===== src/rtl/regfile_write_arbiter.sv =====
// Register-file write-port arbiter.
//
// Shares the regfile's single write port between the in-order writeback
// stage and the long-latency multdiv unit. Writeback always wins the port;
// a multdiv result waits in a one-entry buffer and drains on the first
// cycle the port is free. The one outstanding multdiv destination is
// tracked so decode can stall on RAW hazards, and a result made stale by a
// younger writeback to the same register (WAW) drains without writing.
// Once a buffered result has waited MAX_WAIT blocked cycles, pipe_stall
// asks the pipeline to hold writeback off so the buffer can drain.
//
// Ports:
//   clock, ctrl_reset                  clock (rising edge), async active-high reset
//   wb_valid, wb_reg, wb_data          writeback request (no backpressure)
//   md_issue, md_issue_reg             multdiv issue and its destination
//   md_valid, md_reg, md_data, md_ready  multdiv result handshake
//   rs_a, rs_b, stall_a, stall_b       decode RAW hazard query
//   pipe_stall                         starvation request to the pipeline
//   ctrl_writeEnable, ctrl_writeReg, data_writeReg  regfile write port
module regfile_write_arbiter #(
  parameter int MAX_WAIT = 4
) (
  input  logic        clock,
  input  logic        ctrl_reset,
  input  logic        wb_valid,
  input  logic [4:0]  wb_reg,
  input  logic [31:0] wb_data,
  input  logic        md_issue,
  input  logic [4:0]  md_issue_reg,
  input  logic        md_valid,
  output logic        md_ready,
  input  logic [4:0]  md_reg,
  input  logic [31:0] md_data,
  input  logic [4:0]  rs_a,
  input  logic [4:0]  rs_b,
  output logic        stall_a,
  output logic        stall_b,
  output logic        pipe_stall,
  output logic        ctrl_writeEnable,
  output logic [4:0]  ctrl_writeReg,
  output logic [31:0] data_writeReg
);

  localparam int DATA_W = 32;
  localparam int REG_W  = 5;
  localparam logic [2:0] WAIT_LIMIT = 3'(MAX_WAIT);

  logic              bufFull;
  logic [REG_W-1:0]  bufReg;
  logic [DATA_W-1:0] bufData;
  logic [2:0]        waitCnt;
  logic              pendValid;
  logic              pendSquash;
  logic [REG_W-1:0]  pendReg;

  logic wbHit;
  logic drain;
  logic mdAccept;
  logic issueSet;
  logic wawHit;

  function automatic logic [2:0] satInc(input logic [2:0] v);
    return (v == 3'd7) ? v : v + 3'd1;
  endfunction

  assign wbHit    = wb_valid && (wb_reg != '0);
  assign drain    = bufFull && !wbHit;
  assign md_ready = !bufFull;
  assign mdAccept = md_valid && !bufFull;
  // A drain frees the tracker in the same cycle, so an issue arriving then
  // is taken rather than treated as a second outstanding op.
  assign issueSet = md_issue && (md_issue_reg != '0) && (!pendValid || drain);
  assign wawHit   = wbHit && pendValid && (wb_reg == pendReg);

  assign stall_a    = pendValid && (rs_a == pendReg) && (rs_a != '0);
  assign stall_b    = pendValid && (rs_b == pendReg) && (rs_b != '0);
  assign pipe_stall = bufFull && (waitCnt >= WAIT_LIMIT);

  always_comb begin
    ctrl_writeEnable = 1'b0;
    ctrl_writeReg    = '0;
    data_writeReg    = '0;
    if (wbHit) begin
      ctrl_writeEnable = 1'b1;
      ctrl_writeReg    = wb_reg;
      data_writeReg    = wb_data;
    end else if (bufFull) begin
      // A squashed entry still consumes its drain slot, just without writing.
      ctrl_writeEnable = !pendSquash;
      ctrl_writeReg    = bufReg;
      data_writeReg    = bufData;
    end
  end

  // Buffer occupancy and starvation counter
  always_ff @(posedge clock or posedge ctrl_reset) begin
    if (ctrl_reset) begin
      bufFull <= 1'b0;
      waitCnt <= '0;
    end else begin
      if (drain) begin
        bufFull <= 1'b0;
      end else if (mdAccept) begin
        bufFull <= 1'b1;
      end
      if (!bufFull || drain) begin
        waitCnt <= '0;
      end else if (wbHit) begin
        waitCnt <= satInc(waitCnt);
      end
    end
  end

  // Buffer payload (no reset needed: only observed while bufFull)
  always_ff @(posedge clock) begin
    if (mdAccept) begin
      bufReg  <= md_reg;
      bufData <= md_data;
    end
  end

  // Pending-destination tracker
  always_ff @(posedge clock or posedge ctrl_reset) begin
    if (ctrl_reset) begin
      pendValid  <= 1'b0;
      pendSquash <= 1'b0;
      pendReg    <= '0;
    end else if (issueSet) begin
      pendValid  <= 1'b1;
      pendSquash <= 1'b0;
      pendReg    <= md_issue_reg;
    end else if (drain) begin
      pendValid  <= 1'b0;
      pendSquash <= 1'b0;
    end else if (wawHit) begin
      pendSquash <= 1'b1;
    end
  end

endmodule


===== config.mk =====
export PLATFORM = sky130hd
export DESIGN_NAME = regfile_write_arbiter
export DESIGN_NICKNAME = d
export VERILOG_FILES = /design/src/rtl/regfile_write_arbiter.sv
export SDC_FILE = /design/constraint.sdc
export NUM_CORES = 1
export LEC_CHECK = 0
export CORE_MARGIN = 4
export CORE_UTILIZATION = 38
export CTS_CLUSTER_SIZE = 28
export DETAILED_ROUTE_END_ITERATION = 8
export PLACE_DENSITY_LB_ADDON = 0.05
export REMOVE_ABC_BUFFERS = 1
export SKIP_CTS_REPAIR_TIMING = 1
export SLEW_MARGIN = 20
export SYNTH_ARGS = -nofsm -noshare
export SYNTH_HDL_FRONTEND = slang
export SYNTH_SLANG_ARGS = --single-unit

===== constraint.sdc =====
create_clock -name clock -period 3.6 [get_ports clock]
set_clock_uncertainty 0.15 [all_clocks]
set_input_delay 0.72 -clock clock [delete_from_list [all_inputs] [get_ports clock]]
set_output_delay 0.72 -clock clock [all_outputs]
set_load 0.02 [all_outputs]

Word-level counts from Yosys, hierarchy flattened
Cells that the tools add are included.
Operators by class
  divide/modulo/power cells: 0
  multipliers: 0
  $add $sub $neg: 1
  magnitude comparators: 1
  reduce and logical (&&, ||, !) cells: 27
  eq/ne operators: 5
  muxes and demuxes: 16
  shift operators: 0
  bitwise operators: 0
Operators with widths (count)
  two-way mux 32 bit: 2
  nonzero test 5 bit: 4
  == test 5 bit: 3
  logical AND 1 bit: 12
  two-way mux 5 bit: 2
  two-way mux 1 bit: 9
  two-way mux 3 bit: 3
  nonzero test 2 bit: 3
  logical NOT 1 bit: 4
  adder 3 x 1 -> 3 bit, second input constant: 1
  == test 3 bit, second input constant: 1
  >= comparator 3 bit, second input constant: 1
  nonzero test 3 bit: 1
  logical OR 1 bit: 2
  inequality test 2 bit, second input constant: 1
  AND reduction 2 bit: 1
Storage, ports and cells
  register bits: 48
  memories kept: 0
  memory bits (writable): 0
  output and inout bits: 42
  word-level logic and storage cells: 57
  bits in read-only memories: 0
  latch bits: 0
  input port bits: 94

Logic depth before layout (Yosys ltp)
  depth in word-level cells: 7
  mapped depth: 6
  depth with buffers taken out: 4

Worst setup path after synthesis
OpenSTA, ideal clock, no wires.
  path type: input port to flip-flop
  from: input md_valid
  to: register bufData[0] (enable)
  data required time: 3013 ps
  slack: 599 ps
  library setup time: 437 ps
  arrival: 2414 ps
  buffers on the path: 0
  cell stages on the path: 1
  cells stage by stage: nor2b_1
On the way
  longest elaborated chain between the ends: 1
Ends and longest elaborated chain
  start: declaration: RTL line 30  | input logic md_valid,
  logical AND 1 bit: RTL line 69  | assign mdAccept = md_valid && !bufFull;
  end signal: assignment: RTL line 118  | bufData <= md_data;
  end: declaration: RTL line 50  | logic [DATA_W-1:0] bufData;
No other way between the ends.
A chain may end at the register's enable or synchronous reset.

Worst setup path after layout
  from: input wb_reg[4]
  to: output data_writeReg[22]
On the way
  longest elaborated chain between the ends: 3
Ends and longest elaborated chain
  start: declaration: RTL line 26  | input logic [4:0] wb_reg,
  nonzero test 5 bit: RTL line 66  | assign wbHit = wb_valid && (wb_reg != '0);
  logical AND 1 bit: RTL line 66
  two-way mux 32 bit: RTL line 83  | if (wbHit) begin
  end: declaration: RTL line 41  | output logic [31:0] data_writeReg
No other way between the ends.

==> run summary <==
Share of layout cells above drive strength 1 - 7.55%
GRT Util Overall - 17.1%
FF-to-FF Start - bufFull
Class of the most critical setup path - input port to primary output
Worst setup margin - 0.114 ns
Dominant cells by area after synthesis - edfxtp_1 48%, nand2_1 12%, dfrtp_1 12%
H-tree level count - 2
End of the critical path - data_writeReg[22]
Combinational family with the most area after synthesis - simple AND/OR/NAND/NOR gates
Effective utilization at floorplan - 39.2%
Maximum capacitance violations - 0
Floorplan core area - 5920 µm²
Post-place setup slack - 0.0501 ns
Min Clock Period, post-route - 3.49 ns
CTS sink count - 48
Finish-stage setup viols - 0
Cell variety after synth - 28
Setup repair after global routing missed its margin - no
Max rail drop VDD - 0.221 mV
Launch point of the critical path - wb_reg[4]
Dominant cell type by area after synthesis - edfxtp_1
First-pass iteration count of the detailed router - 4
Commonest non-fill, non-tap cell in the layout - clkdlybuf4s50_1
Capture instance of the worst register-to-register path - pendReg[1]
Yosys warnings - 0
Area enclosed by the die boundary - 7420 µm²
Iter 0 DRT Violations - 94
Count of boundary I/O pins - 136
Synth top area share - 47.9%
Post-synthesis register bit count - 48
Category of the worst setup path launch point - input port
R2R depth - 5
Multiplexer fraction of the synthesized cell area - 3.29%
Headroom to the max-slew limit - 72.0%
Via count of the first global-routing pass - 2050
Syn Area/Cell - 10.1 µm²
Post-layout nets - 466
Number of rows in the core area - 28
Worst setup slack for register-to-register paths - 1.66 ns
Synth Area in XOR/XNOR - 5.28%
Antenna diodes - 0
GP Congestion - 0.873
Final max-slew violation count - 0
Lkg Pwr - 0.00164 µW
CP Max Fanout - 42
Kind of end point of the critical path - primary output
Post-synthesis share of cell area spent on and, or, nand and nor gates - 16.9%
Synthesized netlist cell count - 229
Top library cells by usage in the layout, fill and taps aside - 123 x clkdlybuf4s50_1, 77 x nand2_1, 37 x edfxtp_1
Adder and majority gate portion of the synthesized area - 1.08%
Ratio of routed vias to standard cells - 4.71
Total count of hold-check failures in the final report - 0
Half-perimeter wire length after placement - 4.99 mm
Die H - 86.2 µm
Num CTS Buffers - 5
Final hold slack - 0.397 ns
Root cell of the clock tree - clkbuf_8
Compound-Gate Fraction of Synth Area - 11.1%
Horizontal die dimension - 86.2 µm
WL per Instance - 14.3 µm
CTS tree - done
Total congestion overflow after global routing - 0
Clock slew at reported path FFs - 0.09 ns
Number of buffers between clock root and the deepest sink - 2
Syn Std Cell Area - 2320 µm²
Total vias in the final route - 2099
Power density over cell area - 375 nW/µm²
Sequential share of the synthesized area - 59.7%
Clk_lat worst skew - 0.29 ns
Share of the clock period used by the worst path after layout - 96.8%
Layout overhead on the synthesized area - 70.6%
DRT Wirelength - 6.38 mm
Initial antenna violation count - 0
Achievable Freq - 287 MHz
DRC violation count after routing - 0
Slew of the pin with the lowest slew margin - 0.419 ns
Number of nets with antenna violations after routing - 0
Pin count of the biggest net entering global routing - 43
# port buffers - 135
Arrival @ worst endpoint - 2.62 ns
Run status - complete, no violations
Data required time of the critical path - 2.73 ns
Utilization after layout - 66.9%
First-pass GRT wire length - 9.94 mm
Worst Hold Class - register to register
-- sequential cells by signal, indices dropped and copies added (netlist names) --
signal and flops:
pendValid 1, pendSquash 1, waitCnt 3, bufReg 5, pendReg 5, bufFull 1, bufData 32
-- per-layer routing --
| metal | share of wire, % | GRT usage [%] |
|---|---|---|
| met5 | 0 | 0 |
| met4 | 1.5 | 4.75 |
| met3 | 8.1 | 5.67 |
| met2 | 51 | 31.0 |
| met1 | 39 | 19.1 |
-- area by class of cell --
cell class	instances	area, µm²
Clock buffer	6	72.6
Clock inverter	2	11.3
Fill cell	494	1960
Inverter	2	7.51
Multi-Input combinational cell	166	892
Sequential cell	48	1390
Tap cell	75	93.8
Timing Repair Buffer	147	1500
-- how the worst min path moves through the flow --
stage          slack, ns        from    endpoint  cells after the start
6_report            0.40  waitCnt[1]  waitCnt[1]                      2
5_1_grt             0.43  pendSquash  pendSquash                      2
4_1_cts             0.41  waitCnt[1]  waitCnt[1]                      2
3_5_place_dp        0.39  waitCnt[1]  waitCnt[1]                      2
3_3_place_gp        0.37  waitCnt[1]  waitCnt[1]                      2
2_1_floorplan       0.34  waitCnt[1]  waitCnt[1]                      2
-- per-stage QoR --
| step | area [µm²] | setup TNS, ns | instances | total power [µW] |
|---|---|---|---|---|
| after global routing | 3960 | 0 | 446 | 1570 |
| after floorplan | 2270 | -33.38 | 216 | 929 |
| after CTS | 3930 | 0 | 446 | 1510 |
| after global placement | 3850 | 0 | 438 | 1180 |
| final | 3960 | 0 | 446 | 1480 |
| after detailed placement | 3850 | 0 | 438 | 1190 |
-- critical path, stage by stage --
cell,delay [ns]
clkdlybuf4s50_1,0.49
nor3_1,0.05
buf_4,0.14
a21boi_4,0.21
buf_12,0.21
nand2_1,0.06
o21ai_0,0.07
clkdlybuf4s50_1,0.63
-- kinds of logic after synthesis --
group	after synthesis
and+or+nand+nor	97
DFF	48
AOI/OAI and AO/OA	46
buffers and inverters	15
xor gates and xnor gates	14
muxes	7
adders and majority gates	2
-- report_power, final --
part	internal, µW	total (µW)	leakage (µW)	switching [µW]
registers	660	709	0.000485	49.1
logic	253	465	0.00111	211
clock network	137	311	0.0000455	175
-- Yosys cell counts --
cell type,instances
ha_1,2
nor4_1,2
nor3_1,5
xor2_1,10
nor2_1,6
a21o_1,1
a21oi_2,1
dfrtp_1,11
or4_1,1
and2_1,1
a21boi_1,1
o21ai_2,1
a32o_1,2
edfxtp_1,37
nor3b_1,1
mux2_2,5
a2bb2oi_1,1
mux2i_1,2
nor2b_1,1
buf_2,4
o21ai_0,36
nand4_1,1
nand3_1,2
a21oi_1,3
inv_1,2
nand2_1,77
xnor2_1,4
clkbuf_1,9
Note: power is estimated with default switching activity, not from simulation.
